`config.mk`:
```
export PLATFORM = sky130hd
export DESIGN_NAME = sdffr_dis_led_bank_flat
export DESIGN_NICKNAME = d
export VERILOG_FILES = /design/src/rtl/sdffr_dis_led_bank_if.sv /design/src/rtl/sdffr_dis_led_bank.sv /design/src/flat_wrapper.sv
export SDC_FILE = /design/constraint.sdc
export NUM_CORES = 1
export LEC_CHECK = 0
export ABC_AREA = 1
export BUFFER_PORTS_ARGS = -buffer_cell sky130_fd_sc_hd__buf_2
export CAP_MARGIN = 20
export CORE_UTILIZATION = 52
export CTS_BUF_LIST = sky130_fd_sc_hd__clkbuf_4
export DETAILED_ROUTE_END_ITERATION = 8
export PLACE_DENSITY = 0.8
export SYNTH_ARGS = -nofsm -noshare
export SYNTH_HDL_FRONTEND = slang
export SYNTH_SLANG_ARGS = --single-unit
```
`constraint.sdc`:
```
create_clock -name clk_i -period 3 [get_ports clk_i]
set_input_delay 0.3 -clock clk_i [delete_from_list [all_inputs] [get_ports clk_i]]
set_output_delay 0.3 -clock clk_i [all_outputs]
set_load 0.01 [all_outputs]
```
`src/rtl/sdffr_dis_led_bank_if.sv`:
```
// Signal bundle for the scan/hold register bank with LED outputs.
// The master drives controls and data; the slave (the bank) returns register and LED state.
interface sdffr_dis_led_bank_if #(
  parameter int WIDTH = 8
);
  logic             dis_i;
  logic             scan_en_i;
  logic             scan_d_i;
  logic [WIDTH-1:0] d_i;
  logic             led_mode_i;
  logic [WIDTH-1:0] q_o;
  logic             scan_q_o;
  logic [WIDTH-1:0] led_o;

  modport master (
    output dis_i,
    output scan_en_i,
    output scan_d_i,
    output d_i,
    output led_mode_i,
    input  q_o,
    input  scan_q_o,
    input  led_o
  );

  modport slave (
    input  dis_i,
    input  scan_en_i,
    input  scan_d_i,
    input  d_i,
    input  led_mode_i,
    output q_o,
    output scan_q_o,
    output led_o
  );
endinterface

```
`src/rtl/sdffr_dis_led_bank.sv`:
```
// Scannable register bank with hold enable and per-bit LED drive,
// showing either the register level or a stretched activity pulse per bit.
module sdffr_dis_led_bank #(
  parameter int WIDTH   = 8,
  parameter int STRETCH = 4
) (
  input  logic                 clk_i,
  input  logic                 rst_i,
  sdffr_dis_led_bank_if.slave  bank
);
  localparam int CNT_W = $clog2(STRETCH + 1);
  localparam logic [CNT_W-1:0] STRETCH_C = CNT_W'(STRETCH);

  logic [WIDTH-1:0] data_q;
  logic [WIDTH-1:0] data_d;
  logic [WIDTH-1:0] shift_val;
  logic [WIDTH-1:0] toggle;
  logic [WIDTH-1:0] active;

  generate
    if (WIDTH == 1) begin : g_shift_one
      assign shift_val = bank.scan_d_i;
    end else begin : g_shift_many
      assign shift_val = {data_q[WIDTH-2:0], bank.scan_d_i};
    end
  endgenerate

  // Scan has priority over hold; reset is applied in the register process.
  always_comb begin
    data_d = data_q;
    if (bank.scan_en_i) begin
      data_d = shift_val;
    end else if (!bank.dis_i) begin
      data_d = bank.d_i;
    end
  end

  always_ff @(posedge clk_i) begin
    if (rst_i) begin
      data_q <= '0;
    end else begin
      data_q <= data_d;
    end
  end

  // A hold leaves data_d equal to data_q, so it can never look like a toggle.
  assign toggle = data_d ^ data_q;

  genvar gi;
  generate
    for (gi = 0; gi < WIDTH; gi++) begin : g_bit
      logic [CNT_W-1:0] cnt_q;
      logic [CNT_W-1:0] cnt_d;

      always_comb begin
        cnt_d = cnt_q;
        if (toggle[gi]) begin
          cnt_d = STRETCH_C;
        end else if (cnt_q != '0) begin
          cnt_d = cnt_q - CNT_W'(1);
        end
      end

      always_ff @(posedge clk_i) begin
        if (rst_i) begin
          cnt_q <= '0;
        end else begin
          cnt_q <= cnt_d;
        end
      end

      assign active[gi] = (cnt_q != '0);
    end
  endgenerate

  assign bank.q_o      = data_q;
  assign bank.scan_q_o = data_q[WIDTH-1];
  assign bank.led_o    = bank.led_mode_i ? active : data_q;
endmodule

```
`src/flat_wrapper.sv`:
```
// flat-port wrapper written by rule: the top's interface ports become plain ports
module sdffr_dis_led_bank_flat 
#(
  parameter int WIDTH   = 8,
  parameter int STRETCH = 4
)
  (clk_i, rst_i, bank_dis_i, bank_scan_en_i, bank_scan_d_i, bank_d_i, bank_led_mode_i, bank_q_o, bank_scan_q_o, bank_led_o);
  sdffr_dis_led_bank_if #(.WIDTH(WIDTH)) bank_i ();
  input  logic clk_i;
  input  logic rst_i;
  input wire logic [$bits(bank_i.dis_i)-1:0] bank_dis_i;
  input wire logic [$bits(bank_i.scan_en_i)-1:0] bank_scan_en_i;
  input wire logic [$bits(bank_i.scan_d_i)-1:0] bank_scan_d_i;
  input wire logic [$bits(bank_i.d_i)-1:0] bank_d_i;
  input wire logic [$bits(bank_i.led_mode_i)-1:0] bank_led_mode_i;
  output wire logic [$bits(bank_i.q_o)-1:0] bank_q_o;
  output wire logic [$bits(bank_i.scan_q_o)-1:0] bank_scan_q_o;
  output wire logic [$bits(bank_i.led_o)-1:0] bank_led_o;
  assign bank_i.dis_i = bank_dis_i;
  assign bank_i.scan_en_i = bank_scan_en_i;
  assign bank_i.scan_d_i = bank_scan_d_i;
  assign bank_i.d_i = bank_d_i;
  assign bank_i.led_mode_i = bank_led_mode_i;
  assign bank_q_o = bank_i.q_o;
  assign bank_scan_q_o = bank_i.scan_q_o;
  assign bank_led_o = bank_i.led_o;
  sdffr_dis_led_bank #(.WIDTH(WIDTH), .STRETCH(STRETCH)) u_core (.clk_i(clk_i), .rst_i(rst_i), .bank(bank_i));
endmodule
```
==> summary.md <==
| Metric | Value |
|---|---|
| Run status | `completed` |
| Wire per inst | `between 10 and 15 µm` |
| Antenna Diode Count | `0` |
| Slew headroom | `about 70%` |
| Post-synth net total | `approximately 350` |
| Crit path time final | `~1900 ps` |
| Synth unique cells | `20` |
| Worst Max-Slew Pin Slew | `roughly 460 ps` |
| Post-CTS resize count | `0` |
| Initial antenna violation count | `0` |
| Critical path type | `flop to output pin` |
| # hold bufs at CTS | `0` |
| Core ar. | `4090 µm²` |
| WL final | `between 4000 and 5000 µm` |
| Gate power share | `48.1%` |
| FF-to-FF setup slack | `~1600 ps` |
| I/O Buffers | `30` |
| Final number of hold-violating endpoints | `0` |
| Post-route ant nets | `0` |
| Fin. max-slew vios | `0` |
| Vias | `about 1900` |
| Hold EP | `u_core.bank.q_o[0]$_SDFF_PP0_` |
| Critical path depth | `5` |
| Reg-to-Reg End | `u_core.g_bit[2].cnt_q[2]$_SDFFE_PP0P_` |
| Sum Neg Setup Slack | `0 ps` |
| Period utilisation layout | `a little over three fifths` |
| Clock power frac | `14.1%` |
| Pwr dens | `639 nW/µm²` |
| I/O pin total | `31` |
| Reg2reg path depth | `7` |
| H-tree lvl count | `2` |
| P_int | `0.919 mW` |
| Leakage | `~1.3 nW` |
| Layout Nets | `about 380` |
| Critical path's slowest cell | `dfxtp_1` |
| Largest net degree at the start of global routing | `18` |
| Met2 Use GR | `31.6%` |
| Setup WS post-layout | `1120 ps` |
| CP peak stage delay | `roughly 350 ps` |
| Kind of cell adding the most delay to the critical path | `adder cells` |
| DRT iter0 DRCs | `73` |
| Most Crowded Layer GR | `met2` |
| Worst endpoint data arrival time | `1580 ps` |
| Setup Skew | `4.68 ps` |
| Drt drc | `0` |
| CTS clk-pin slew, worst paths | `approximately 90 ps` |
| Die footprint | `around 4600 µm²` |
| Global route total overflow | `0` |
| Part of the power in registers | `between 30% and 40%` |
| Dpl ws | `around 1500 ps` |
| Number of synthesis warnings | `0` |
| Die Ht | `between 60 and 70 µm` |
| Net switching share of the total power | `between 40% and 50%` |
| Switching power | `around 0.63 mW` |
| CP Launch Type | `flop` |
| Gr usage total | `a little under a fifth` |
| Hold WC Path Type | `input pin to flop` |
| Initial cell density of the core | `55.3%` |
| Vias in the first global route | `1612` |
| Most used cell, CP | `ha_1` |
| Routability Congestion | `~0.76` |
| M3 GR Usage | `around 4.8%` |
| Min-delay src | `bank_scan_d_i` |
| Die W | `between 60 and 70 µm` |
| Post-synthesis instance total | `a little over 300` |
| Max-Cap Viols | `0` |
| Row count | `23` |
| CTS max path bufs | `2` |
| CTS root buf | `clkbuf_4` |
| Mapped Area | `around 2300 µm²` |
| Max Fclk | `about 0.53 GHz` |
| Crit-path max FO | `6` |
| Global-route wire length before repair | `around 6600 µm` |
| Hold Path Stages | `3` |
| CTS tree | `built` |
| Most frequent cells in the layout | `nand2_1 (61), inv_1 (57), dfxtp_1 (32), buf_2 (30), nand3_2 (28)` |
| Data required time at the worst endpoint | `2700 ps` |
| Mean Syn Cell Area | `around 7.3 µm²` |
| RSZ-0062 raised after global routing | `no` |
| Worst reg2reg startpoint | `u_core.g_bit[2].cnt_q[0]$_SDFFE_PP0P_` |
| DP HPWL | `~3100 µm` |
| Seq cells post-synth | `32` |
| Cts bufs inserted | `5` |
| CP Cell Sequence | `inv_1 > ha_1 > ha_1 > o21ai_0 > buf_2` |
| DR vias/cell | `about 4.9` |
| Commonest non-fill, non-tap cell in the layout | `nand2_1` |
| Peak VDD IR | `~0.00044 V` |
| Final setup violation count | `0` |
| M1 GR Usage | `approximately a quarter` |
| Crit path buffers/inverters | `2` |
| Insertion delay to the later sink of the worst-skew pair | `330 ps` |
| DRT Pass-1 Iters | `4` |
| Layout area overhead | `7.47%` |
| Register area share after synthesis | `28.3%` |
| CP Capture Type | `output pin` |
| Post-CTS Setup Repair Bufs | `0` |
| Fraction of layout cells with a size suffix above 1 | `22.6%` |
| CTS sink count | `32` |
[worst max-delay path by stage]
| stage | startpoint | to | slack, ps |
|---|---|---|---|
| after floorplan | u_core.g_bit[0].cnt_q[0]$_SDFFE_PP0P_ | bank_led_o[0] | 1600 |
| after global placement | u_core.g_bit[1].cnt_q[0]$_SDFFE_PP0P_ | bank_led_o[1] | 1510 |
| after detailed placement | u_core.g_bit[6].cnt_q[0]$_SDFFE_PP0P_ | bank_led_o[6] | 1480 |
| after CTS | u_core.g_bit[6].cnt_q[0]$_SDFFE_PP0P_ | bank_led_o[6] | 1090 |
| after global routing | u_core.g_bit[7].cnt_q[0]$_SDFFE_PP0P_ | bank_led_o[7] | 1010 |
| final | u_core.g_bit[1].cnt_q[0]$_SDFFE_PP0P_ | bank_led_o[1] | 1120 |
[power by group through the flow]
stage	clock network, mW	registers [mW]	logic, mW
6_report	0.220	0.586	0.747
5_1_grt	0.245	0.599	0.864
4_1_cts	0.230	0.586	0.756
3_5_place_dp	0	0.595	0.750
3_3_place_gp	0	0.591	0.712
2_1_floorplan	0	0.586	0.599
[layout make-up]
class | count | area (µm²)
Clock buffer | 5 | 37.5
Tap cell | 50 | 62.6
Inverter | 60 | 233
Multi-Input combinational cell | 208 | 1300
Fill cell | 388 | 1660
Sequential cell | 32 | 641
Timing Repair Buffer | 30 | 150
Clock inverter | 2 | 7.51
[logic make-up after synthesis]
family          after synthesis  share of synthesized area (%)
compound gates               32                           7.08
buf+inv                      70                           14.2
xor+xnor                      8                           3.10
flops                        32                           28.3
fa+ha+maj                    24                           13.3
simple gates                144                           34.0
[tightest hold or removal path, stage by stage]
cell and delay, ps:
buf_2 110, nand2_1 70, a21oi_1 60
[registers in the layout (all words and copies together) (netlist names)]
name	count
u_core.bank.q_o	8
u_core.g_bit.cnt_q	24
[metal layers]
| metal | part of all wire, % | wire length [µm] |
|---|---|---|
| met5 | 0 | 0 |
| met3 | 5.1 | 209 |
| met4 | 1.3 | 51 |
| met1 | 46 | 1880 |
| met2 | 47 | 1930 |
[cells in the mapped netlist]
cell | count | area (µm²)
nand2_1 | 61 | 229
inv_1 | 57 | 214
dfxtp_1 | 32 | 641
nand3_2 | 28 | 280
ha_1 | 24 | 300
nor2_1 | 24 | 90.1
nand3_1 | 20 | 100
a21oi_1 | 16 | 80.1
o21ai_0 | 16 | 80.1
nand2_2 | 10 | 62.6
xor2_1 | 8 | 70.1
buf_6 | 4 | 45.0
buf_2 | 2 | 10.0
buf_4 | 2 | 15.0
buf_8 | 1 | 15.0
clkbuf_1 | 1 | 3.75
inv_2 | 1 | 3.75
inv_4 | 1 | 6.26
inv_6 | 1 | 8.76
or2_1 | 1 | 6.26
[stage by stage]
step                instance area, µm²  std cells  hold WS [ps]  power (mW)  utilization, %
floorplan                         2260        310           469        1.19               -
global placement                  2380        380           482        1.30            58.4
detailed placement                2380        380           490        1.34            58.4
CTS                               2430        387           248        1.57            59.5
global route                      2430        387           259        1.71            59.5
finish                            2430        387           265        1.55            59.5
No activity file was read; power rests on OpenSTA's default activity.
